$ cat src/rtl/sap_pkg.sv
// Shared definitions for the SAP controller: opcodes, T-states and control-word bit positions.
package sap_pkg;

  localparam int STEPS = 5;

  localparam logic [7:0] OP_NOP = 8'h00;
  localparam logic [7:0] OP_LDI = 8'h01;
  localparam logic [7:0] OP_ADI = 8'h02;
  localparam logic [7:0] OP_SUI = 8'h03;
  localparam logic [7:0] OP_LDA = 8'h04;
  localparam logic [7:0] OP_OUT = 8'h05;
  localparam logic [7:0] OP_JMP = 8'h06;
  localparam logic [7:0] OP_JC  = 8'h07;
  localparam logic [7:0] OP_JZ  = 8'h08;
  localparam logic [7:0] OP_STA = 8'h09;
  localparam logic [7:0] OP_HLT = 8'hFF;

  typedef enum logic [2:0] {
    T0 = 3'd0,
    T1 = 3'd1,
    T2 = 3'd2,
    T3 = 3'd3,
    T4 = 3'd4
  } t_state_e;

  localparam int CW_W       = 15;
  localparam int CW_MAR_IN  = 0;
  localparam int CW_RAM_IN  = 1;
  localparam int CW_RAM_OUT = 2;
  localparam int CW_IR_IN   = 3;
  localparam int CW_IR_OUT  = 4;
  localparam int CW_A_IN    = 5;
  localparam int CW_A_OUT   = 6;
  localparam int CW_ALU_OUT = 7;
  localparam int CW_ALU_SUB = 8;
  localparam int CW_B_IN    = 9;
  localparam int CW_OUT_IN  = 10;
  localparam int CW_PC_INC  = 11;
  localparam int CW_PC_OUT  = 12;
  localparam int CW_PC_JUMP = 13;
  // Halt request from the decoder; externally this position carries o_halt.
  localparam int CW_HALT    = 14;

  typedef logic [CW_W-1:0] ctrl_word_t;

endpackage

$ cat src/rtl/sap_controller_if.sv
// Bundle of IR/flag inputs and control strobes between the SAP controller and its datapath.
interface sap_controller_if;
  logic        i_debug;
  logic [15:0] i_instruction;
  logic        i_flag_overflow;
  logic        i_flag_zero;
  logic        o_halt;
  logic        o_memory_address_in;
  logic        o_ram_in;
  logic        o_ram_out;
  logic        o_instruction_in;
  logic        o_instruction_out;
  logic        o_register_a_in;
  logic        o_register_a_out;
  logic        o_alu_out;
  logic        o_alu_subtract;
  logic        o_register_b_in;
  logic        o_register_output_in;
  logic        o_program_counter_increment;
  logic        o_program_counter_out;
  logic        o_program_counter_jump;

  modport slave (
    input  i_debug, i_instruction, i_flag_overflow, i_flag_zero,
    output o_halt, o_memory_address_in, o_ram_in, o_ram_out, o_instruction_in,
           o_instruction_out, o_register_a_in, o_register_a_out, o_alu_out,
           o_alu_subtract, o_register_b_in, o_register_output_in,
           o_program_counter_increment, o_program_counter_out, o_program_counter_jump
  );

  modport master (
    output i_debug, i_instruction, i_flag_overflow, i_flag_zero,
    input  o_halt, o_memory_address_in, o_ram_in, o_ram_out, o_instruction_in,
           o_instruction_out, o_register_a_in, o_register_a_out, o_alu_out,
           o_alu_subtract, o_register_b_in, o_register_output_in,
           o_program_counter_increment, o_program_counter_out, o_program_counter_jump
  );
endinterface

$ cat src/rtl/sap_microcode_decode.sv
// Combinational microcode ROM: (step, opcode, latched flags) -> control word.
module sap_microcode_decode
  import sap_pkg::*;
(
  input  t_state_e   step_i,
  input  logic [7:0] opcode_i,
  input  logic       flag_c_i,
  input  logic       flag_z_i,
  output ctrl_word_t cw_o
);

  always_comb begin
    cw_o = '0;
    unique case (step_i)
      T0: begin
        cw_o[CW_PC_OUT] = 1'b1;
        cw_o[CW_MAR_IN] = 1'b1;
      end
      T1: begin
        cw_o[CW_RAM_OUT] = 1'b1;
        cw_o[CW_IR_IN]   = 1'b1;
        cw_o[CW_PC_INC]  = 1'b1;
      end
      T2: begin
        case (opcode_i)
          OP_LDI: begin
            cw_o[CW_IR_OUT] = 1'b1;
            cw_o[CW_A_IN]   = 1'b1;
          end
          OP_ADI, OP_SUI: begin
            cw_o[CW_IR_OUT] = 1'b1;
            cw_o[CW_B_IN]   = 1'b1;
          end
          OP_LDA, OP_STA: begin
            cw_o[CW_IR_OUT] = 1'b1;
            cw_o[CW_MAR_IN] = 1'b1;
          end
          OP_OUT: begin
            cw_o[CW_A_OUT]  = 1'b1;
            cw_o[CW_OUT_IN] = 1'b1;
          end
          OP_JMP: begin
            cw_o[CW_IR_OUT]  = 1'b1;
            cw_o[CW_PC_JUMP] = 1'b1;
          end
          OP_JC: begin
            cw_o[CW_IR_OUT]  = flag_c_i;
            cw_o[CW_PC_JUMP] = flag_c_i;
          end
          OP_JZ: begin
            cw_o[CW_IR_OUT]  = flag_z_i;
            cw_o[CW_PC_JUMP] = flag_z_i;
          end
          OP_HLT: cw_o[CW_HALT] = 1'b1;
          default: ;
        endcase
      end
      T3: begin
        case (opcode_i)
          OP_ADI: begin
            cw_o[CW_ALU_OUT] = 1'b1;
            cw_o[CW_A_IN]    = 1'b1;
          end
          OP_SUI: begin
            cw_o[CW_ALU_OUT] = 1'b1;
            cw_o[CW_ALU_SUB] = 1'b1;
            cw_o[CW_A_IN]    = 1'b1;
          end
          OP_LDA: begin
            cw_o[CW_RAM_OUT] = 1'b1;
            cw_o[CW_A_IN]    = 1'b1;
          end
          OP_STA: begin
            cw_o[CW_A_OUT] = 1'b1;
            cw_o[CW_RAM_IN] = 1'b1;
          end
          default: ;
        endcase
      end
      default: ;
    endcase
  end

endmodule

$ cat src/rtl/sap_controller.sv
// SAP microcode sequencer: T-state counter, ALU flag latches and sticky halt.
// Optional simulation trace enabled by defining SAP_CONTROLLER_TRACE_EN.
module sap_controller
  import sap_pkg::*;
(
  input  logic           i_clock,
  input  logic           i_reset,
  sap_controller_if.slave bus
);

  t_state_e   step_q, step_d;
  logic       flag_c_q, flag_c_d;
  logic       flag_z_q, flag_z_d;
  logic       halted_q, halted_d;
  ctrl_word_t cw;
  ctrl_word_t strobe;
  logic       enable;

  sap_microcode_decode u_decode (
    .step_i   (step_q),
    .opcode_i (bus.i_instruction[15:8]),
    .flag_c_i (flag_c_q),
    .flag_z_i (flag_z_q),
    .cw_o     (cw)
  );

  // Reset level gates outputs combinationally so nothing leaks while it is held.
  assign enable = i_reset & ~halted_q;
  assign strobe = cw & {CW_W{enable}};

  always_comb begin
    step_d   = step_q;
    flag_c_d = flag_c_q;
    flag_z_d = flag_z_q;
    halted_d = halted_q | strobe[CW_HALT];
    if (!halted_q) begin
      step_d = (step_q == T4) ? T0 : t_state_e'(step_q + 3'd1);
    end
    if (strobe[CW_ALU_OUT]) begin
      flag_c_d = bus.i_flag_overflow;
      flag_z_d = bus.i_flag_zero;
    end
  end

  always_ff @(posedge i_clock or negedge i_reset) begin
    if (!i_reset) begin
      step_q   <= T0;
      flag_c_q <= 1'b0;
      flag_z_q <= 1'b0;
      halted_q <= 1'b0;
    end else begin
      step_q   <= step_d;
      flag_c_q <= flag_c_d;
      flag_z_q <= flag_z_d;
      halted_q <= halted_d;
    end
  end

  assign bus.o_halt                      = halted_q & i_reset;
  assign bus.o_memory_address_in         = strobe[CW_MAR_IN];
  assign bus.o_ram_in                    = strobe[CW_RAM_IN];
  assign bus.o_ram_out                   = strobe[CW_RAM_OUT];
  assign bus.o_instruction_in            = strobe[CW_IR_IN];
  assign bus.o_instruction_out           = strobe[CW_IR_OUT];
  assign bus.o_register_a_in             = strobe[CW_A_IN];
  assign bus.o_register_a_out            = strobe[CW_A_OUT];
  assign bus.o_alu_out                   = strobe[CW_ALU_OUT];
  assign bus.o_alu_subtract              = strobe[CW_ALU_SUB];
  assign bus.o_register_b_in             = strobe[CW_B_IN];
  assign bus.o_register_output_in        = strobe[CW_OUT_IN];
  assign bus.o_program_counter_increment = strobe[CW_PC_INC];
  assign bus.o_program_counter_out       = strobe[CW_PC_OUT];
  assign bus.o_program_counter_jump      = strobe[CW_PC_JUMP];

`ifdef SAP_CONTROLLER_TRACE_EN
  always @(posedge i_clock) begin
    if (bus.i_debug) begin
      $display("sap trace: step=T%0d op=%02h c=%0b z=%0b halt=%0b cw=%04h",
               step_q, bus.i_instruction[15:8], flag_c_q, flag_z_q, halted_q, strobe);
    end
  end
`endif

endmodule

$ cat src/flat_wrapper.sv
// flat-port wrapper written by rule: the top's interface ports become plain ports
module sap_controller_flat import sap_pkg::*;
  (i_clock, i_reset, bus_i_debug, bus_i_instruction, bus_i_flag_overflow, bus_i_flag_zero, bus_o_halt, bus_o_memory_address_in, bus_o_ram_in, bus_o_ram_out, bus_o_instruction_in, bus_o_instruction_out, bus_o_register_a_in, bus_o_register_a_out, bus_o_alu_out, bus_o_alu_subtract, bus_o_register_b_in, bus_o_register_output_in, bus_o_program_counter_increment, bus_o_program_counter_out, bus_o_program_counter_jump);
  sap_controller_if bus_i ();
  input  logic i_clock;
  input  logic i_reset;
  input wire logic [$bits(bus_i.i_debug)-1:0] bus_i_debug;
  input wire logic [$bits(bus_i.i_instruction)-1:0] bus_i_instruction;
  input wire logic [$bits(bus_i.i_flag_overflow)-1:0] bus_i_flag_overflow;
  input wire logic [$bits(bus_i.i_flag_zero)-1:0] bus_i_flag_zero;
  output wire logic [$bits(bus_i.o_halt)-1:0] bus_o_halt;
  output wire logic [$bits(bus_i.o_memory_address_in)-1:0] bus_o_memory_address_in;
  output wire logic [$bits(bus_i.o_ram_in)-1:0] bus_o_ram_in;
  output wire logic [$bits(bus_i.o_ram_out)-1:0] bus_o_ram_out;
  output wire logic [$bits(bus_i.o_instruction_in)-1:0] bus_o_instruction_in;
  output wire logic [$bits(bus_i.o_instruction_out)-1:0] bus_o_instruction_out;
  output wire logic [$bits(bus_i.o_register_a_in)-1:0] bus_o_register_a_in;
  output wire logic [$bits(bus_i.o_register_a_out)-1:0] bus_o_register_a_out;
  output wire logic [$bits(bus_i.o_alu_out)-1:0] bus_o_alu_out;
  output wire logic [$bits(bus_i.o_alu_subtract)-1:0] bus_o_alu_subtract;
  output wire logic [$bits(bus_i.o_register_b_in)-1:0] bus_o_register_b_in;
  output wire logic [$bits(bus_i.o_register_output_in)-1:0] bus_o_register_output_in;
  output wire logic [$bits(bus_i.o_program_counter_increment)-1:0] bus_o_program_counter_increment;
  output wire logic [$bits(bus_i.o_program_counter_out)-1:0] bus_o_program_counter_out;
  output wire logic [$bits(bus_i.o_program_counter_jump)-1:0] bus_o_program_counter_jump;
  assign bus_i.i_debug = bus_i_debug;
  assign bus_i.i_instruction = bus_i_instruction;
  assign bus_i.i_flag_overflow = bus_i_flag_overflow;
  assign bus_i.i_flag_zero = bus_i_flag_zero;
  assign bus_o_halt = bus_i.o_halt;
  assign bus_o_memory_address_in = bus_i.o_memory_address_in;
  assign bus_o_ram_in = bus_i.o_ram_in;
  assign bus_o_ram_out = bus_i.o_ram_out;
  assign bus_o_instruction_in = bus_i.o_instruction_in;
  assign bus_o_instruction_out = bus_i.o_instruction_out;
  assign bus_o_register_a_in = bus_i.o_register_a_in;
  assign bus_o_register_a_out = bus_i.o_register_a_out;
  assign bus_o_alu_out = bus_i.o_alu_out;
  assign bus_o_alu_subtract = bus_i.o_alu_subtract;
  assign bus_o_register_b_in = bus_i.o_register_b_in;
  assign bus_o_register_output_in = bus_i.o_register_output_in;
  assign bus_o_program_counter_increment = bus_i.o_program_counter_increment;
  assign bus_o_program_counter_out = bus_i.o_program_counter_out;
  assign bus_o_program_counter_jump = bus_i.o_program_counter_jump;
  sap_controller u_core (.i_clock(i_clock), .i_reset(i_reset), .bus(bus_i));
endmodule
$ cat config.mk
export PLATFORM = sky130hd
export DESIGN_NAME = sap_controller_flat
export DESIGN_NICKNAME = d
export VERILOG_FILES = /design/src/rtl/sap_pkg.sv /design/src/rtl/sap_controller_if.sv /design/src/rtl/sap_microcode_decode.sv /design/src/rtl/sap_controller.sv /design/src/flat_wrapper.sv
export SDC_FILE = /design/constraint.sdc
export NUM_CORES = 1
export LEC_CHECK = 0
export ABC_AREA = 1
export CELL_PAD_IN_SITES_DETAIL_PLACEMENT = 1
export CELL_PAD_IN_SITES_GLOBAL_PLACEMENT = 2
export CORE_UTILIZATION = 17
export CTS_CLUSTER_DIAMETER = 50
export DETAILED_ROUTE_END_ITERATION = 12
export PLACE_DENSITY_LB_ADDON = 0.12
export SETUP_SLACK_MARGIN = 0.05
export SYNTH_ARGS = -nofsm -noshare
export SYNTH_HDL_FRONTEND = slang
export SYNTH_SLANG_ARGS = --single-unit
export TNS_END_PERCENT = 1
$ cat constraint.sdc
create_clock -name i_clock -period 1.95 [get_ports i_clock]
set_input_delay 0.585 -clock i_clock [delete_from_list [all_inputs] [get_ports i_clock]]
set_output_delay 0.585 -clock i_clock [all_outputs]
set_load 0.005 [all_outputs]
After elaboration in Yosys (flattened, before gate mapping). Index checks and enable logic that the tools add are counted.

Flip-flop bits (word level): 6. Input bits: 21. Output and inout bits: 15. Word-level logic and storage cells: 51.

Add/sub/neg operators: 1. Eq/ne operators: 14. Muxes and demuxes: 22. Bitwise operators: 5. Reduce and logical (&&, ||, !) cells: 5.

Operators by type and width (number): $eq A8 B3 Y1 const B (4); $eq A8 B2 Y1 const B (2); $eq A8 B4 Y1 const B (2); $and A15 B15 Y15 (1); $mux W1 (13); $eq A8 B1 Y1 const B (1); $eq A8 B8 Y1 const B (1); $eq A3 B2 Y1 const B (2); $mux W2 (3); $pmux W1 S3 (2); $reduce_or A6 Y1 (1); $pmux W1 S2 (2); $pmux W2 S2 (1); $reduce_or A2 Y1 (2); $add A3 B1 Y3 const B (1); $eq A3 B1 Y1 const B (1); $eq A3 B3 Y1 const B (1); $logic_not A3 Y1 (1); $mux W3 (1); $reduce_or A3 Y1 (1); $and A1 B1 Y1 (2); $not A1 Y1 (1); $or A1 B1 Y1 (1).

Longest topological paths before layout.
Word-level depth: 6. Gate-level depth with buffers: 8. Gate-level depth less buffers: 8.

Hierarchy. Synthesis repeated with hierarchy kept, for this count alone.

Cells, all modules: 126. Area total of the unflattened synthesis: 734.5 um^2.

Modules (own cells, without submodules): sap_controller (instances 1, cells each 62, area an instance 434.2 um^2, seq. area each 150.1 um^2); sap_microcode_decode (instances 1, cells each 64, area an instance 300.3 um^2, seq. area each 0.0 um^2).

Worst setup path after synthesis. Ideal clock, no wire load.

Kind: input port to output port. From: input port bus_i_instruction[14]. To: output port bus_o_instruction_out. Arrival time: 1.202 ns. Required time: 1.365 ns. Setup slack: 0.163 ns. Stages: 7. Buffers on the path: 0. Path through: nor2_1 > nand2_1 > inv_2 > nand3_1 > nand2_1 > nor2_1 > nor2_1.

Longest elaborated chain between the ends: 5. Elaborated cells between the ends (all ways): 12. Those cells by class: 8 x eq/ne; 2 x mux; 1 x bitwise; 1 x reduce/logical.

RTL lines: start: declaration (line flat_wrapper.sv:8) `input wire logic [$bits(bus_i.i_instruction)-1:0] bus_i_instruction;`; $eq A8 B4 Y1, or another cell as far along (line sap_microcode_decode.sv:25) `case (opcode_i)`; $reduce_or A6 Y1 (no source line); $pmux W1 S3 (*) (line sap_microcode_decode.sv:25); $mux W1 (*) (line sap_microcode_decode.sv:14) `unique case (step_i)`; $and A15 B15 Y15 (*) (line sap_controller.sv:29) `assign strobe = cw & {CW_W{enable}};`; end: declaration (line flat_wrapper.sv:16) `output wire logic [$bits(bus_i.o_instruction_out)-1:0] bus_o_instruction_out;`.

Mark *: on every way between the ends. The rest lies on a longest branch, timed or not.

Final worst setup path.
From: input port bus_i_instruction[15]. To: output port bus_o_memory_address_in.

Longest elaborated chain between the ends: 5. Elaborated cells between the ends (all ways): 6. Those cells by class: 2 x eq/ne; 2 x mux; 1 x bitwise; 1 x reduce/logical.

RTL lines: $eq A8 B4 Y1 or $eq A8 B3 Y1 (tied branches) (line sap_microcode_decode.sv:25); $reduce_or A2 Y1 (*); $mux W1 (*) (line sap_microcode_decode.sv:25); $pmux W1 S2 (*) (line sap_microcode_decode.sv:14); $and A15 B15 Y15 (*) (line sap_controller.sv:29); end: declaration (line flat_wrapper.sv:12) `output wire logic [$bits(bus_i.o_memory_address_in)-1:0] bus_o_memory_address_in;`.

Marks and branches as above.

==> flow_summary.ini <==
[global_routing]
grt_first_pass_wirelength_mm = 4.13
antenna_found_initial = 0
gr-usage-all-layers_pct = 13.3
grt_pass1_vias = 923
overflow = 0
grt_start_max_net_pins = 9

[timing]
drv_slew = 0
relSlewSlack_pct = 86.9
worst_slew_pin_slew_ns = 0.195
hold_slack_ns = 0.272
finalSetupViolCount = 14
skew_ns = 0.00265
finalCritPeriodShare_pct = 107
hold_viol = 0
period_needed_ns = 2.09
finalSetupTns_ns = -1.29
worst_slack_ns = -0.140
rsz0062_at_grt = true
max_freq_mhz = 479

[floorplan]
ios = 36
num_rows = 21
core_um2 = 3420
die_x_um = 62.4
die_area_um2 = 3890
die_y_um = 62.4
start_util_pct = 18.1

[setup_path]
crit_type = input port to primary output
crit_required_ns = 1.36
crit_fanout = 6
worstPathArrival_ns = 1.50
slowest_delay_ns = 0.15
cp-end-kind = primary output
crit_chain = buf_2 -> nor2_4 -> nand2_4 -> buf_4 -> a21oi_2 -> nand2_1 -> a21oi_2 -> buf_2
cp_slowest_cell = buf_4
start_kind = input port

[logic_synthesis]
synthFlopType = dfrtp_1
synth_edf_count = 0
yosys-top-cells-count = 24 x nand2_1, 17 x nor2_1, 10 x inv_1
ys_seq_area_share_pct = 24.2
ys_warn_count = 0
synth_area_um2 = 619
syn_avg_cell_area_um2 = 6.26
yosys-top-cells-area = dfrtp_1 24%, nand2_1 15%, nor2_1 10%
yosysTopAreaCellShare_pct = 24.2
yosys_register_bits = 6
synthCells = 99
async_flop_share_pct = 100
yosysTopAreaCell = dfrtp_1
syn_nets = 125
ys_types = 21
yosys.cell_count.top_type = nand2_1

[cells_and_area]
stdcell_count = 211
drive_gt1_share_pct = 66.1
num-fill-cells = 459
n_antenna_cell = 0
nets = 193
syn2layout_area_growth_pct = 118
final_util_pct = 39.6

[worst_hold_path]
hold_class = input port to async pin

[drt]
wl_per_cell_um = 11.4
via_per_inst = 4.10
drtIter0Drc = 16
routed_wl_mm = 2.41
drcViolationCount = 0
vias = 866
first_pass_iters = 3
ant_nets = 0

[place]
pre_cts_ws_ns = -0.953
place_hpwl_mm = 1.77
port_buffers = 26
place_congestion = 0.723
placed_cells = 194

[flow_run]
cap_viol_max_count = 0

[power_and_ir_drop]
ir_drop_v = 0.000160
powerDensity_nw_per_um2 = 236
p_leak_nw = 0.691

[clock_tree]
clk_pin_slew_ns = 0.05
clockBufferDepth = 2
cts_tree = built
root_buffer = clkbuf_4
h-tree-depth = 1
cts_num_sinks = 6
cts_buffers = 3
worstSkewPairLatency_ns = 0.24

[outcome]
violations = setup timing
outcome = complete, but fails checks
==> cell type report <==
cell class	count	area, um2	area share [%]
inverter	17	71.3	5.27
multi-input combinational	75	579	42.8
clock buffer	3	22.5	1.67
tap	46	57.6	4.26
sequential	6	153	11.3
timing repair buffer	64	469	34.7
==> repair_timing <==
action | CTS | global route
hold buffers | 0 | 0
gates resized for setup | 134 | 12
pin swaps | 23 | 16
setup buffers | 10 | 5
setup endpoints to repair | 15 | 14
==> power breakdown <==
group / total (mW) / internal [mW] / leakage (nW) / switching [mW]
Clock: 0.116 / 0.0697 / 0.0138 / 0.0462
Sequential: 0.125 / 0.125 / 0.0701 / 0
Combinational: 0.0790 / 0.0380 / 0.607 / 0.0410
==> per-stage QoR <==
step / total power [mW] / cell area [um2]
2_1_floorplan: 0.143 / 619
3_3_place_gp: 0.190 / 1110
3_5_place_dp: 0.191 / 1110
4_1_cts: 0.322 / 1280
5_1_grt: 0.340 / 1350
6_report: 0.320 / 1350
==> registers in the layout, summed over array words and instances (netlist names) <==
signal	cells
u_core.flag_c_q	1
u_core.flag_z_q	1
u_core.halted_q	1
u_core.step_q	3
==> critical path, delay by kind of cell <==
kind | cells | cell delay, ns
and+or+nand+nor | 3 | 0.30
AOI/OAI and AO/OA | 2 | 0.22
buffers and inverters | 3 | 0.39
==> path summary, 6_finish.rpt <==
| check | depth (start not counted) | to | from | slack [ns] |
|---|---|---|---|---|
| max | 8 | bus_o_memory_address_in | bus_i_instruction[15] | -0.14 |
| min | 2 | u_core.halted_q$_DFF_PN0_ | i_reset | 0.27 |
| max reg2reg | 10 | u_core.flag_c_q$_DFFE_PN0P_ | u_core.step_q[0]$_DFFE_PN0N_ | 0.49 |
| min reg2reg | 2 | u_core.flag_z_q$_DFFE_PN0P_ | u_core.flag_z_q$_DFFE_PN0P_ | 0.51 |
| max in group asynchronous | 2 | u_core.step_q[0]$_DFFE_PN0N_ | i_reset | 1.55 |
| min in group i_clock | 2 | u_core.flag_z_q$_DFFE_PN0P_ | u_core.flag_z_q$_DFFE_PN0P_ | 0.51 |
==> metal layers <==
| layer | share of wire, % | global-route usage [%] |
|---|---|---|
| met1 | 47 | 17.3 |
| met5 | 0 | 0 |
| met2 | 49 | 22.5 |
| met4 | 0.50 | 4.36 |
| met3 | 3.5 | 1.47 |
==> cells by family (layout without fill, tap and decap cells) <==
kind of cell               after synthesis  after routing  share of synthesized area [%]
DFF                                      6              6                           24.2
buffers and inverters                   18             84                           12.3
adders and majority gates                5              5                           10.1
AOI/OAI and AO/OA                       10             10                           10.1
and+or+nand+nor                         60             60                           43.2
==> layout by cell type (no fill, tap or decap), types with 5 or more instances in the layout <==
master	netlist	layout
inv_2	6	9
nand2_1	24	18
nand2_4	0	5
buf_6	0	6
buf_4	1	34
buf_2	0	17
clkbuf_4	0	5
nor2_1	17	8
inv_1	10	6
nor2_4	1	11
(Power assumes the default switching activity.)
